===== config.mk =====
export PLATFORM = sky130hd
export DESIGN_NAME = hexled_scan
export DESIGN_NICKNAME = d
export VERILOG_FILES = /design/src/rtl/hexled_scan.sv
export SDC_FILE = /design/constraint.sdc
export NUM_CORES = 1
export LEC_CHECK = 0
export CORE_UTILIZATION = 58
export CTS_CLUSTER_SIZE = 28
export DETAILED_ROUTE_END_ITERATION = 16
export PLACE_DENSITY = 0.81
export SYNTH_ARGS = -nofsm -noshare
export SYNTH_HDL_FRONTEND = slang
export SYNTH_SLANG_ARGS = --single-unit

===== constraint.sdc =====
create_clock -name i_clk -period 5.9 [get_ports i_clk]
set_clock_uncertainty 0.1 [all_clocks]
set_input_delay 1.18 -clock i_clk [delete_from_list [all_inputs] [get_ports i_clk]]
set_output_delay 1.18 -clock i_clk [all_outputs]
set_load 0.01 [all_outputs]

===== src/rtl/hexled_scan.sv =====
// hexled_scan: time-multiplexed hex display driver with per-slot anti-ghost blanking.
// Define HEXLED_SCAN_LZS_EN to enable leading-zero suppression of the displayed value.
module hexled_scan #(
  parameter int NUM_DIGITS = 4,
  parameter int SCAN_DIV   = 50000,
  parameter int BLANK_CYC  = 16
) (
  input  logic                    i_clk,
  input  logic                    i_rst_n,
  input  logic [4*NUM_DIGITS-1:0] i_data,
  input  logic                    i_load,
  input  logic [NUM_DIGITS-1:0]   i_blank,
  output logic [6:0]              o_seg,
  output logic [NUM_DIGITS-1:0]   o_an,
  output logic                    o_slot_done
);

  localparam int CW = (SCAN_DIV > 1) ? $clog2(SCAN_DIV) : 1;
  localparam int IW = (NUM_DIGITS > 1) ? $clog2(NUM_DIGITS) : 1;
  localparam logic [CW-1:0] CNT_LAST  = CW'(SCAN_DIV - 1);
  localparam logic [CW-1:0] CNT_SHOW  = CW'(BLANK_CYC);
  localparam logic [IW-1:0] IDX_LAST  = IW'(NUM_DIGITS - 1);
  localparam logic [6:0]    SEG_BLANK = 7'h7F;

  typedef enum logic {ST_BLANK = 1'b0, ST_SHOW = 1'b1} state_t;

  function automatic logic [6:0] glyph(input logic [3:0] v);
    logic [6:0] s;
    case (v)
      4'h0:    s = 7'h40;
      4'h1:    s = 7'h79;
      4'h2:    s = 7'h24;
      4'h3:    s = 7'h30;
      4'h4:    s = 7'h19;
      4'h5:    s = 7'h12;
      4'h6:    s = 7'h02;
      4'h7:    s = 7'h78;
      4'h8:    s = 7'h00;
      4'h9:    s = 7'h10;
      4'hA:    s = 7'h08;
      4'hB:    s = 7'h03;
      4'hC:    s = 7'h46;
      4'hD:    s = 7'h21;
      4'hE:    s = 7'h06;
      default: s = 7'h0E;
    endcase
    return s;
  endfunction

  logic [CW-1:0]           cnt_q, cnt_d;
  logic [IW-1:0]           idx_q, idx_d;
  state_t                  state_q, state_d;
  logic [4*NUM_DIGITS-1:0] shd_data_q, shd_data_d, act_data_q, act_data_d;
  logic [NUM_DIGITS-1:0]   shd_blank_q, shd_blank_d, act_blank_q, act_blank_d;
  logic [6:0]              seg_q, seg_d;
  logic [NUM_DIGITS-1:0]   an_q, an_d;
  logic                    done_q, done_d;

  logic                    wrap;
  logic [3:0]              nib;
  logic                    dig_blank;
  logic [NUM_DIGITS-1:0]   lz_mask;
`ifdef HEXLED_SCAN_LZS_EN
  logic                    zero_run;
`endif

  always_comb begin
    wrap  = (cnt_q == CNT_LAST);
    cnt_d = wrap ? '0 : cnt_q + CW'(1);
    idx_d = idx_q;
    if (wrap) begin
      idx_d = (idx_q == IDX_LAST) ? '0 : idx_q + IW'(1);
    end

    state_d = state_q;
    case (state_q)
      ST_BLANK: if (cnt_d == CNT_SHOW) state_d = ST_SHOW;
      ST_SHOW:  if (wrap) state_d = ST_BLANK;
      default:  state_d = ST_BLANK;
    endcase

    // A load on the boundary edge goes straight through to the active copy.
    shd_data_d  = i_load ? i_data : shd_data_q;
    shd_blank_d = i_load ? i_blank : shd_blank_q;
    act_data_d  = wrap ? shd_data_d : act_data_q;
    act_blank_d = wrap ? shd_blank_d : act_blank_q;

    lz_mask = '0;
`ifdef HEXLED_SCAN_LZS_EN
    zero_run = 1'b1;
    for (int k = NUM_DIGITS - 1; k > 0; k--) begin
      zero_run   = zero_run && (act_data_q[4*k +: 4] == 4'h0);
      lz_mask[k] = zero_run;
    end
`endif

    nib       = '0;
    dig_blank = 1'b1;
    seg_d     = SEG_BLANK;
    an_d      = '1;
    for (int k = 0; k < NUM_DIGITS; k++) begin
      if (idx_q == IW'(k)) begin
        nib       = act_data_q[4*k +: 4];
        dig_blank = act_blank_q[k] | lz_mask[k];
        if (state_q == ST_SHOW) an_d[k] = 1'b0;
      end
    end
    if (state_q == ST_SHOW) begin
      seg_d = dig_blank ? SEG_BLANK : glyph(nib);
    end

    // Registered from next state so the pulse lines up with the counter itself.
    done_d = (cnt_d == CNT_LAST);
  end

  always_ff @(posedge i_clk or negedge i_rst_n) begin
    if (!i_rst_n) begin
      cnt_q       <= '0;
      idx_q       <= '0;
      state_q     <= ST_BLANK;
      shd_data_q  <= '0;
      shd_blank_q <= '1;
      act_data_q  <= '0;
      act_blank_q <= '1;
      seg_q       <= SEG_BLANK;
      an_q        <= '1;
      done_q      <= 1'b0;
    end else begin
      cnt_q       <= cnt_d;
      idx_q       <= idx_d;
      state_q     <= state_d;
      shd_data_q  <= shd_data_d;
      shd_blank_q <= shd_blank_d;
      act_data_q  <= act_data_d;
      act_blank_q <= act_blank_d;
      seg_q       <= seg_d;
      an_q        <= an_d;
      done_q      <= done_d;
    end
  end

  assign o_seg       = seg_q;
  assign o_an        = an_q;
  assign o_slot_done = done_q;

endmodule


==> flow_metrics.py, run 1 <==
metrics = {
    "outcome": {
        "status": "complete, no violations",
    },
    "min_path": {
        "hp-class": "reg -> reg",
    },
    "worst_setup_path": {
        "rr_startpoint": "idx_q[1]",
        "crit_start": "idx_q[1]",
        "critPathMaxStageDelay_ns": 0.43,
        "worstRegToRegCells": 11,
        "cp_max_fo": 11,
        "worstSetupStartpointType": "flop",
        "crit_type": "reg -> reg",
        "worstSetupEndpoint": "o_seg[3]",
        "endpoint_kind": "flop",
        "crit_required_ns": 6.05,
        "crit_slowest_cell": "a21oi_1",
        "critPathArrivalTime_ns": 3.00,
        "path_cells": "inv_1, ha_1, nor2b_1, a221oi_1, nor3_1, a21oi_1, inv_1, ha_1, a21o_1, a21oi_1, o21ai_0",
        "r2r_setup_slack_ns": 3.05,
        "reg2reg_to": "o_seg[3]",
    },
    "finish": {
        "utilization_pct": 71.43,
        "multiInputGateArea_sq_um": 1434,
        "final_nets": 344,
        "fillers": 408,
        "layoutNonFillerInstCount": 386,
        "antenna_cells": 0,
        "final_area_sq_um": 3958,
        "seqCellArea_sq_um": 1800,
        "area_delta_synth_final_pct": 18.29,
        "drive_above_1_share_pct": 25.48,
    },
    "job": {
        "maxCapViolCount": 0,
    },
    "clocking": {
        "clk_latency_ns": 0.34,
        "numCtsBuffers": 9,
        "cts_setup_buffers": 0,
        "hold_buffers": 0,
        "clkTransAtPathRegs_ns": 0.07,
        "cts-root-buf": "clkbuf_8",
        "htree_levels": 3,
        "cts.sink_count": 71,
        "ctsResizeCount": 0,
        "clockBufferDepth": 2,
        "tritoncts": "yes",
    },
    "global_route": {
        "antenna_found_initial": 0,
        "overflow": 0,
        "grt_max_degree": 72,
        "grt_first_pass_wirelength_um": 9784,
        "grt_use_total_pct": 21.62,
        "grt_pass1_vias": 2023,
    },
    "sta": {
        "worst_hold_slack_ns": 0.3947,
        "fin_crit_ns": 2.845,
        "rsz0062_at_grt": "no",
        "hold_viol": 0,
        "slew_violations": 0,
        "worst_pin_slew_ns": 0.9023,
        "setup_violations": 0,
        "final.period_utilization_pct": 48.23,
        "setup_ws_ns": 3.055,
        "setup_tns_ns": 0,
        "fmax_mhz": 351.4,
        "slew_headroom_pct": 39.66,
    },
    "pwr": {
        "p_per_area_nw_per_um2": 257.1,
        "total_power_mw": 1.018,
        "vdd_ir_drop_max_v": 0.0001557,
        "leakage_nw": 1.769,
    },
    "floorplanning": {
        "rows": 27,
        "dieHeight_um": 77.95,
        "die_area_sq_um": 6076,
        "die_w_um": 77.95,
        "initial_utilization_pct": 60.39,
        "core_sq_um": 5540,
        "io-pin-count": 35,
    },
    "yosys": {
        "yosysMostFrequentCell": "dfrtp_1",
        "syn_avg_cell_area_sq_um": 12.08,
        "yosys.area.top_type_share_pct": 38.89,
        "yosysSeqAreaShare_pct": 53.81,
        "ys_top_cells_by_count": "dfrtp_1, mux2_2, dfstp_2",
        "syn_area_sq_um": 3346,
        "ys_ff_latch": 71,
        "async_flop_share_pct": 100.0,
        "synthTopCellsByArea": "dfrtp_1, dfstp_2, mux2_2, ha_1, xor2_1",
        "synth_edf_count": 0,
        "ys.flop_type": "dfrtp_1",
        "synth_fp_nets": 312,
        "synth_cell_types": 44,
        "yosysWarningCount": 0,
        "postSynthCellCount": 277,
        "synth_top_area_cell": "dfrtp_1",
    },
    "drt": {
        "routedWlPerCell_um": 15.25,
        "wirelength_um": 5888,
        "drc": 0,
        "via_count": 2173,
        "ant_nets": 0,
        "routed_via_density": 5.630,
        "drt-initial-drc-count": 149,
        "firstDrtPassIters": 4,
    },
    "placement": {
        "portBuffers": 34,
        "place.gp.congestion": 0.8605,
        "hpwlAfterDp_um": 3978,
        "dpl_worst_slack_ns": 2.669,
        "place_inst": 370,
        "place_area_sq_um": 3712,
    },
}
==> logic make-up after synthesis <==
kind of cell	share of synthesized area, %
AND/OR/NAND/NOR	12.04
buffers and inverters	3.328
AO/OA/AOI/OAI	7.741
multiplexers	14.66
XOR/XNOR	3.927
flip-flops	53.81
adder cells (fa/ha/maj)	4.488
==> registers in the layout, indices dropped and copies added (netlist names) <==
| register | flops |
|---|---|
| act_data_q | 16 |
| cnt_q | 16 |
| shd_data_q | 16 |
| o_seg | 7 |
| act_blank_q | 4 |
| o_an | 4 |
| shd_blank_q | 4 |
| idx_q | 2 |
| o_slot_done | 1 |
| state_q | 1 |
==> worst min path at each step <==
stage	from	end	slack [ns]	cells after the start
6_report	act_data_q[5]	act_data_q[5]	0.39	1
5_1_grt	shd_data_q[10]	shd_data_q[10]	0.42	1
4_1_cts	act_data_q[5]	act_data_q[5]	0.40	1
3_5_place_dp	act_data_q[5]	act_data_q[5]	0.38	1
3_3_place_gp	shd_data_q[0]	shd_data_q[0]	0.38	1
2_1_floorplan	act_data_q[5]	act_data_q[5]	0.36	1
==> routing by layer <==
metal	GRT usage, %	vias up	part of all wire (%)
li1	-	1047	-
met1	29.53	1074	46
met2	32.21	47	48
met3	7.294	5	4.8
met4	7.778	0	1.0
met5	0	-	0
==> power breakdown <==
part	total, mW	leakage, nW	internal, mW	switching, mW
combinational	0.0450	0.778	0.0253	0.0197
sequential	0.505	0.868	0.502	0.00295
clock	0.467	0.122	0.291	0.176
==> worst max-delay path: cells and delay by family (launching register included) <==
kind                     cells  cell delay, ns
AO/OA/AOI/OAI                5            1.14
flip-flops                   1            0.40
buffers and inverters        2            0.30
AND/OR/NAND/NOR              2            0.16
adder cells (fa/ha/maj)      2            0.66
==> layout by cell type, fill, tap and decap left out, types with 2 or more instances in the layout <==
| cell type | netlist | final |
|---|---|---|
| a221oi_1 | 5 | 5 |
| mux2_2 | 37 | 37 |
| clkbuf_8 | 0 | 10 |
| a21oi_1 | 10 | 10 |
| nor4_1 | 4 | 4 |
| nor3_1 | 4 | 4 |
| and2_1 | 2 | 2 |
| mux2_1 | 3 | 3 |
| nor2_1 | 14 | 14 |
| and4_2 | 2 | 2 |
| xnor2_1 | 6 | 6 |
| or3_1 | 2 | 2 |
| xor2_1 | 9 | 9 |
| mux2i_1 | 4 | 4 |
| buf_4 | 1 | 2 |
| ha_1 | 12 | 12 |
| dfstp_2 | 19 | 19 |
| nand4_1 | 6 | 6 |
| dfrtp_1 | 52 | 52 |
| clkdlybuf4s50_1 | 0 | 33 |
| nor4b_1 | 2 | 2 |
| clkinv_2 | 0 | 2 |
| nor2b_1 | 6 | 6 |
| o221ai_1 | 3 | 3 |
| o211ai_1 | 2 | 2 |
| bufinv_16 | 0 | 3 |
| and3_1 | 3 | 3 |
| inv_1 | 10 | 10 |
| nand3b_1 | 2 | 2 |
| a21o_1 | 3 | 3 |
| a211oi_1 | 2 | 2 |
| nand3_1 | 7 | 7 |
| o21ai_0 | 5 | 5 |
| nand2_1 | 16 | 16 |
==> layout make-up <==
cell class                 count  area share (%)
clock buffer                  10           3.478
clock inverter                 6           2.719
inverter                      10          0.9485
multi-input combinational    181           36.23
sequential                    71           45.49
tap                           72           2.276
timing repair buffer          36           8.852
Power figures use the tool's default switching activity.
==> run 2: changes to the inputs <==
--- a/config.mk
+++ b/config.mk
@@ -5,10 +5,10 @@
 export SDC_FILE = /design/constraint.sdc
 export NUM_CORES = 1
 export LEC_CHECK = 0
-export CORE_UTILIZATION = 58
+export CORE_UTILIZATION = 56
 export CTS_CLUSTER_SIZE = 28
 export DETAILED_ROUTE_END_ITERATION = 16
-export PLACE_DENSITY = 0.81
+export PLACE_DENSITY = 0.79
 export SYNTH_ARGS = -nofsm -noshare
 export SYNTH_HDL_FRONTEND = slang
 export SYNTH_SLANG_ARGS = --single-unit
==> constraint.sdc (replaced) <==
create_clock -name i_clk -period 2.8 [get_ports i_clk]
set_clock_uncertainty 0.1 [all_clocks]
set_input_delay 0.56 -clock i_clk [delete_from_list [all_inputs] [get_ports i_clk]]
set_output_delay 0.56 -clock i_clk [all_outputs]
set_load 0.01 [all_outputs]
==> run 2 against run 1 <==
  * Register-to-register slack got worse by 2.8 ns
  * First-iteration DRC count decreased by 30%
  * Setup slack got worse by 2.8 ns
  * Combinational power increased by 120%
  * Critical endpoint is now state_q
  * Design area increased by 1.0%
  * Die area increased by 3.5%
  * Global-route usage increased by 0.28 points
  * Maximum frequency increased by 12%
  * Highest routed layer unchanged
  * Non-clock buffer count increased by 1
  * Power increased by 110%
  * Via count increased by 1.5%
==> flow_metrics.py, run 2 (synthesis gave the netlist of run 1 again) <==
metrics = {
    "finish": {
        "reg_top3": "act_data_q: 16 flops, cnt_q: 16 flops, shd_data_q: 16 flops",
        "drive_above_1_share_pct": 26.35,
        "final_nets": 345,
        "area_delta_synth_final_pct": 19.48,
        "layout_common_cells": "dfrtp_1, mux2_2, clkdlybuf4s50_1, dfstp_2, nand2_1",
        "fillers": 382,
        "antenna_cells": 0,
        "final_common_cell": "dfrtp_1",
    },
    "sta": {
        "setup_tns_ns": 0,
        "final.period_utilization_pct": 90.90,
        "hold_viol": 0,
        "setup_violations": 0,
        "fmax_mhz": 392.9,
        "rsz0062_at_grt": "no",
        "slew_headroom_pct": 56.60,
        "slew_violations": 0,
        "fin_crit_ns": 2.545,
        "worst_pin_slew_ns": 0.6511,
        "worst_hold_slack_ns": 0.1224,
    },
    "worst_setup_path": {
        "critPathMaxStageDelay_ns": 0.47,
        "worstSetupStartpointType": "flop",
        "r2r_setup_slack_ns": 0.25,
        "endpoint_kind": "flop",
        "crit_buf_inv": 0,
        "crit_slowest_cell": "or3_1",
        "reg2reg_to": "state_q",
        "rr_startpoint": "cnt_q[0]",
        "critical-path-top-delay-family": "simple AND/OR/NAND/NOR gates",
        "crit_required_ns": 2.98,
        "cp_max_fo": 6,
        "path_cells": "ha_1, nand3_1, or3_1, or3_4, a2111oi_4, nand4b_1, o21ai_1",
        "crit_type": "reg -> reg",
        "critPathArrivalTime_ns": 2.72,
        "worstRegToRegCells": 7,
    },
    "clocking": {
        "clkTransAtPathRegs_ns": 0.08,
        "hold_buffers": 0,
        "clk_latency_ns": 0.36,
        "cts-root-buf": "clkbuf_8",
        "htree_levels": 3,
        "numCtsBuffers": 9,
        "clockBufferDepth": 2,
        "tritoncts": "yes",
        "cts_setup_buffers": 0,
        "cts.sink_count": 71,
    },
    "drt": {
        "wirelength_um": 6036,
        "drt-initial-drc-count": 104,
        "routedWlPerCell_um": 15.60,
        "via_count": 2205,
        "drc": 0,
        "firstDrtPassIters": 4,
        "ant_nets": 0,
        "routed_via_density": 5.698,
    },
    "pwr": {
        "p_seq_share_pct": 49.6,
        "p_int_mw": 1.708,
        "comb_power_share_pct": 4.7,
        "vdd_ir_drop_max_v": 0.0003650,
        "leakage_nw": 1.783,
        "power_switching_share_pct": 20.40,
        "p_clk_share_pct": 45.7,
        "p_per_area_nw_per_um2": 536.9,
        "total_power_mw": 2.146,
        "p_sw_mw": 0.4379,
    },
    "global_route": {
        "grt_max_degree": 43,
        "grt_first_pass_wirelength_um": 10250,
        "grt_pass1_vias": 2115,
        "antenna_found_initial": 0,
        "grt_use_total_pct": 21.90,
        "overflow": 0,
    },
    "outcome": {
        "status": "complete, no violations",
    },
    "min_path": {
        "hp-class": "in -> async",
    },
    "placement": {
        "place.gp.congestion": 0.8759,
        "portBuffers": 34,
        "hpwlAfterDp_um": 4191,
    },
    "floorplanning": {
        "io-pin-count": 35,
        "initial_utilization_pct": 59.30,
        "die_w_um": 79.30,
        "die_area_sq_um": 6288,
        "dieHeight_um": 79.30,
        "core_sq_um": 5642,
        "rows": 27,
    },
    "job": {
        "maxCapViolCount": 0,
    },
}
-- run 2: changes by cell type in the layout (fill, tap and decap cells not counted) --
cell,change
clkinv_2,-1
clkbuf_8,-1
clkinvlp_4,-1
clkinv_4,+3
buf_12,+2
a21oi_1,-2
buf_4,-1
a21oi_2,+2
-- run 2: area by class of cell --
class | instances | area [sq um] | share of cell area, %
inverter | 10 | 37.54 | 0.9390
clock buffer | 9 | 123.9 | 3.099
clock inverter | 7 | 121.4 | 3.036
sequential | 71 | 1800 | 45.04
timing repair buffer | 37 | 382.9 | 9.577
multi-input combinational | 181 | 1441 | 36.06
tap | 72 | 90.09 | 2.254
-- run 2: what timing repair did --
action                                  4_1_cts  5_1_grt
endpoints found under the setup margin        0        5
hold endpoints to repair                      0        0
gates resized for setup                       0        2
-- run 2: worst max-delay path by stage --
| stage | startpoint | end | slack [ns] | depth (start not counted) |
|---|---|---|---|---|
| 5_1_grt | idx_q[1] | o_seg[3] | 0.08 | 11 |
| 3_3_place_gp | idx_q[1] | o_seg[3] | 0.29 | 11 |
| 6_report | cnt_q[0] | state_q | 0.25 | 7 |
| 2_1_floorplan | idx_q[1] | o_seg[3] | 0.46 | 11 |
| 3_5_place_dp | idx_q[1] | o_seg[3] | 0.18 | 11 |
| 4_1_cts | idx_q[1] | o_seg[3] | 0.17 | 11 |
-- run 2: power by group through the flow --
stage | logic (mW) | registers [mW] | clock network (mW)
finish | 0.100 | 1.07 | 0.981
detailed placement | 0.101 | 1.08 | 0
floorplan | 0.0395 | 1.08 | 0
CTS | 0.103 | 1.07 | 0.993
global route | 0.112 | 1.07 | 1.04
global placement | 0.0985 | 1.08 | 0
-- run 2: per-layer routing --
metal  GRT usage, %  share of wire (%)  vias to the layer above
met5              0                  0                        -
met4          9.273                2.0                        0
met3          4.828                3.8                       11
met2          34.48                 47                       48
met1          29.30                 47                     1091
li1               -                  -                     1055
-- run 2: metrics by stage --
stage / cells / util (%) / instance area, sq um / setup slack, ns
finish: 387 / 70.86 / 3998 / 0.2549
global route: 387 / 70.86 / 3998 / 0.08010
CTS: 387 / 70.73 / 3990 / 0.1682
detailed placement: 371 / 66.38 / 3745 / 0.1835
global placement: 371 / 66.38 / 3745 / 0.2873
floorplan: 277 / - / 3346 / 0.4629
==> run 3: changes to the inputs <==
--- a/config.mk
+++ b/config.mk
@@ -9,6 +9,8 @@
 export CTS_CLUSTER_SIZE = 28
 export DETAILED_ROUTE_END_ITERATION = 16
 export PLACE_DENSITY = 0.79
+export REMOVE_ABC_BUFFERS = 1
 export SYNTH_ARGS = -nofsm -noshare
 export SYNTH_HDL_FRONTEND = slang
 export SYNTH_SLANG_ARGS = --single-unit
+export TNS_END_PERCENT = 50
==> run 3 against run 2 <==
  * Non-clock buffer count up 3
  * First-iteration DRC count rose by 18%
  * Sequential power is essentially flat
  * Design area down 1.0%
  * Global-route usage up 0.54 points
  * Via count down 0.50%
  * Worst hold slack worse by 0.047 ns
  * Critical endpoint is now o_seg[0]
==> flow_metrics.py, run 3 (synthesis gave the netlist of run 1 again) <==
metrics = {
    "clocking": {
        "clockBufferDepth": 2,
        "cts.sink_count": 71,
        "clkTransAtPathRegs_ns": 0.07,
        "tritoncts": "yes",
        "htree_levels": 3,
        "clk_latency_ns": 0.34,
        "numCtsBuffers": 9,
        "hold_buffers": 0,
        "cts-root-buf": "clkbuf_8",
    },
    "sta": {
        "fin_crit_ns": 2.596,
        "worst_pin_slew_ns": 0.6904,
        "setup_violations": 0,
        "setup_ws_ns": 0.2040,
        "rsz0062_at_grt": "no",
        "setup_tns_ns": 0,
        "final.period_utilization_pct": 92.71,
        "slew_headroom_pct": 53.39,
        "slew_violations": 0,
        "hold_viol": 0,
        "fmax_mhz": 385.2,
    },
    "worst_setup_path": {
        "crit_slowest_cell": "dfrtp_1",
        "rr_startpoint": "idx_q[1]",
        "path_cells": "inv_1, ha_2, nor2b_1, a221oi_1, nor3_1, a21oi_1, inv_1, ha_1, o22ai_1, o21ai_0",
        "crit_required_ns": 2.95,
        "worstSetupStartpointType": "flop",
        "worstRegToRegCells": 10,
        "endpoint_kind": "flop",
        "cp_max_fo": 11,
        "crit_type": "reg -> reg",
        "path_common_cell": "inv_1",
        "reg2reg_to": "o_seg[0]",
        "r2r_setup_slack_ns": 0.20,
        "crit_buf_inv": 2,
        "critPathMaxStageDelay_ns": 0.41,
        "critical-path-top-delay-family": "compound AO/OA/AOI/OAI gates",
        "critPathArrivalTime_ns": 2.75,
    },
    "placement": {
        "place.gp.congestion": 0.9022,
        "hpwlAfterDp_um": 4336,
        "dpl_worst_slack_ns": 0.2381,
        "portBuffers": 34,
        "place_area_sq_um": 3755,
    },
    "finish": {
        "reg_top3": "act_data_q: 16 flops, cnt_q: 16 flops, shd_data_q: 16 flops",
        "final_common_cell": "dfrtp_1",
        "layout_common_cells": "dfrtp_1, mux2_2, clkdlybuf4s50_1, dfstp_2, nand2_1",
        "final_nets": 348,
        "antenna_cells": 0,
        "final_area_sq_um": 3956,
        "area_delta_synth_final_pct": 18.25,
        "drive_above_1_share_pct": 26.42,
    },
    "pwr": {
        "p_seq_share_pct": 54.3,
        "total_power_mw": 1.963,
        "p_int_mw": 1.550,
        "p_per_area_nw_per_um2": 496.2,
        "p_clk_share_pct": 40.6,
        "comb_power_share_pct": 5.1,
        "leakage_nw": 1.761,
        "p_sw_mw": 0.4136,
        "power_switching_share_pct": 21.07,
        "vdd_ir_drop_max_v": 0.0003933,
    },
    "floorplanning": {
        "io-pin-count": 35,
        "die_area_sq_um": 6288,
        "rows": 27,
        "initial_utilization_pct": 59.30,
        "core_sq_um": 5642,
        "die_w_um": 79.30,
        "dieHeight_um": 79.30,
    },
    "drt": {
        "drc": 0,
        "routedWlPerCell_um": 15.66,
        "wirelength_um": 6106,
        "drt-initial-drc-count": 123,
        "routed_via_density": 5.626,
        "via_count": 2194,
        "ant_nets": 0,
        "firstDrtPassIters": 4,
    },
    "min_path": {
        "hp-class": "in -> async",
    },
    "global_route": {
        "antenna_found_initial": 0,
        "overflow": 0,
        "grt_use_total_pct": 22.43,
        "grt_pass1_vias": 2249,
        "grt_first_pass_wirelength_um": 10500,
        "grt_max_degree": 34,
    },
    "job": {
        "maxCapViolCount": 0,
    },
    "outcome": {
        "status": "complete, no violations",
    },
}
==> run 3: worst max-delay path by stage <==
stage	startpoint	endpoint	slack, ns	cells past startpoint
2_1_floorplan	idx_q[1]	o_seg[3]	0.45	11
3_3_place_gp	idx_q[1]	o_seg[3]	0.37	10
3_5_place_dp	idx_q[1]	o_seg[3]	0.24	10
4_1_cts	idx_q[1]	o_seg[0]	0.17	10
5_1_grt	idx_q[0]	o_seg[0]	0.03	8
6_report	idx_q[1]	o_seg[0]	0.20	10
==> run 3: routing by layer <==
metal	global-route usage [%]	vias to the layer above	share of wire (%)
met5	0	-	0
met4	9.455	0	1.7
met3	6.667	13	5.7
met2	36.90	69	49
met1	27.45	1053	44
li1	-	1059	-
==> run 3: what timing repair did <==
action / in CTS / in global routing
gates resized for setup: 0 / 1
setup buffers: 0 / 0
setup endpoints to repair: 0 / 5
==> run 3: area by class of cell <==
type                       count  area (sq um)
sequential                    71          1800
fill                         397          1685
multi-input combinational    181          1436
timing repair buffer          40         392.9
clock buffer                  11         141.4
tap                           72         90.09
clock inverter                 5         57.56
inverter                      10         37.54
==> run 3: power by group through the flow <==
stage,clock network (mW),registers (mW),logic (mW)
floorplan,0,1.08,0.0354
global placement,0,1.08,0.100
detailed placement,0,1.08,0.103
CTS,0.815,1.07,0.104
global route,0.856,1.07,0.113
finish,0.797,1.07,0.101
==> run 3: per-stage QoR <==
stage          hold WS, ns  util, %  cells
6_report           0.07559    70.13    390
3_5_place_dp        0.3856    66.56    374
3_3_place_gp        0.3758    66.56    374
4_1_cts            0.07371    70.08    390
2_1_floorplan       0.1644        -    262
5_1_grt             0.1032    70.13    390
==> run 3: worst register-to-register path: cells and delay by family, from the launching register on <==
kind	cells	cell delay [ns]
buf+inv	2	0.29
compound gates	4	0.98
fa+ha+maj	2	0.58
flops	1	0.41
simple gates	2	0.16
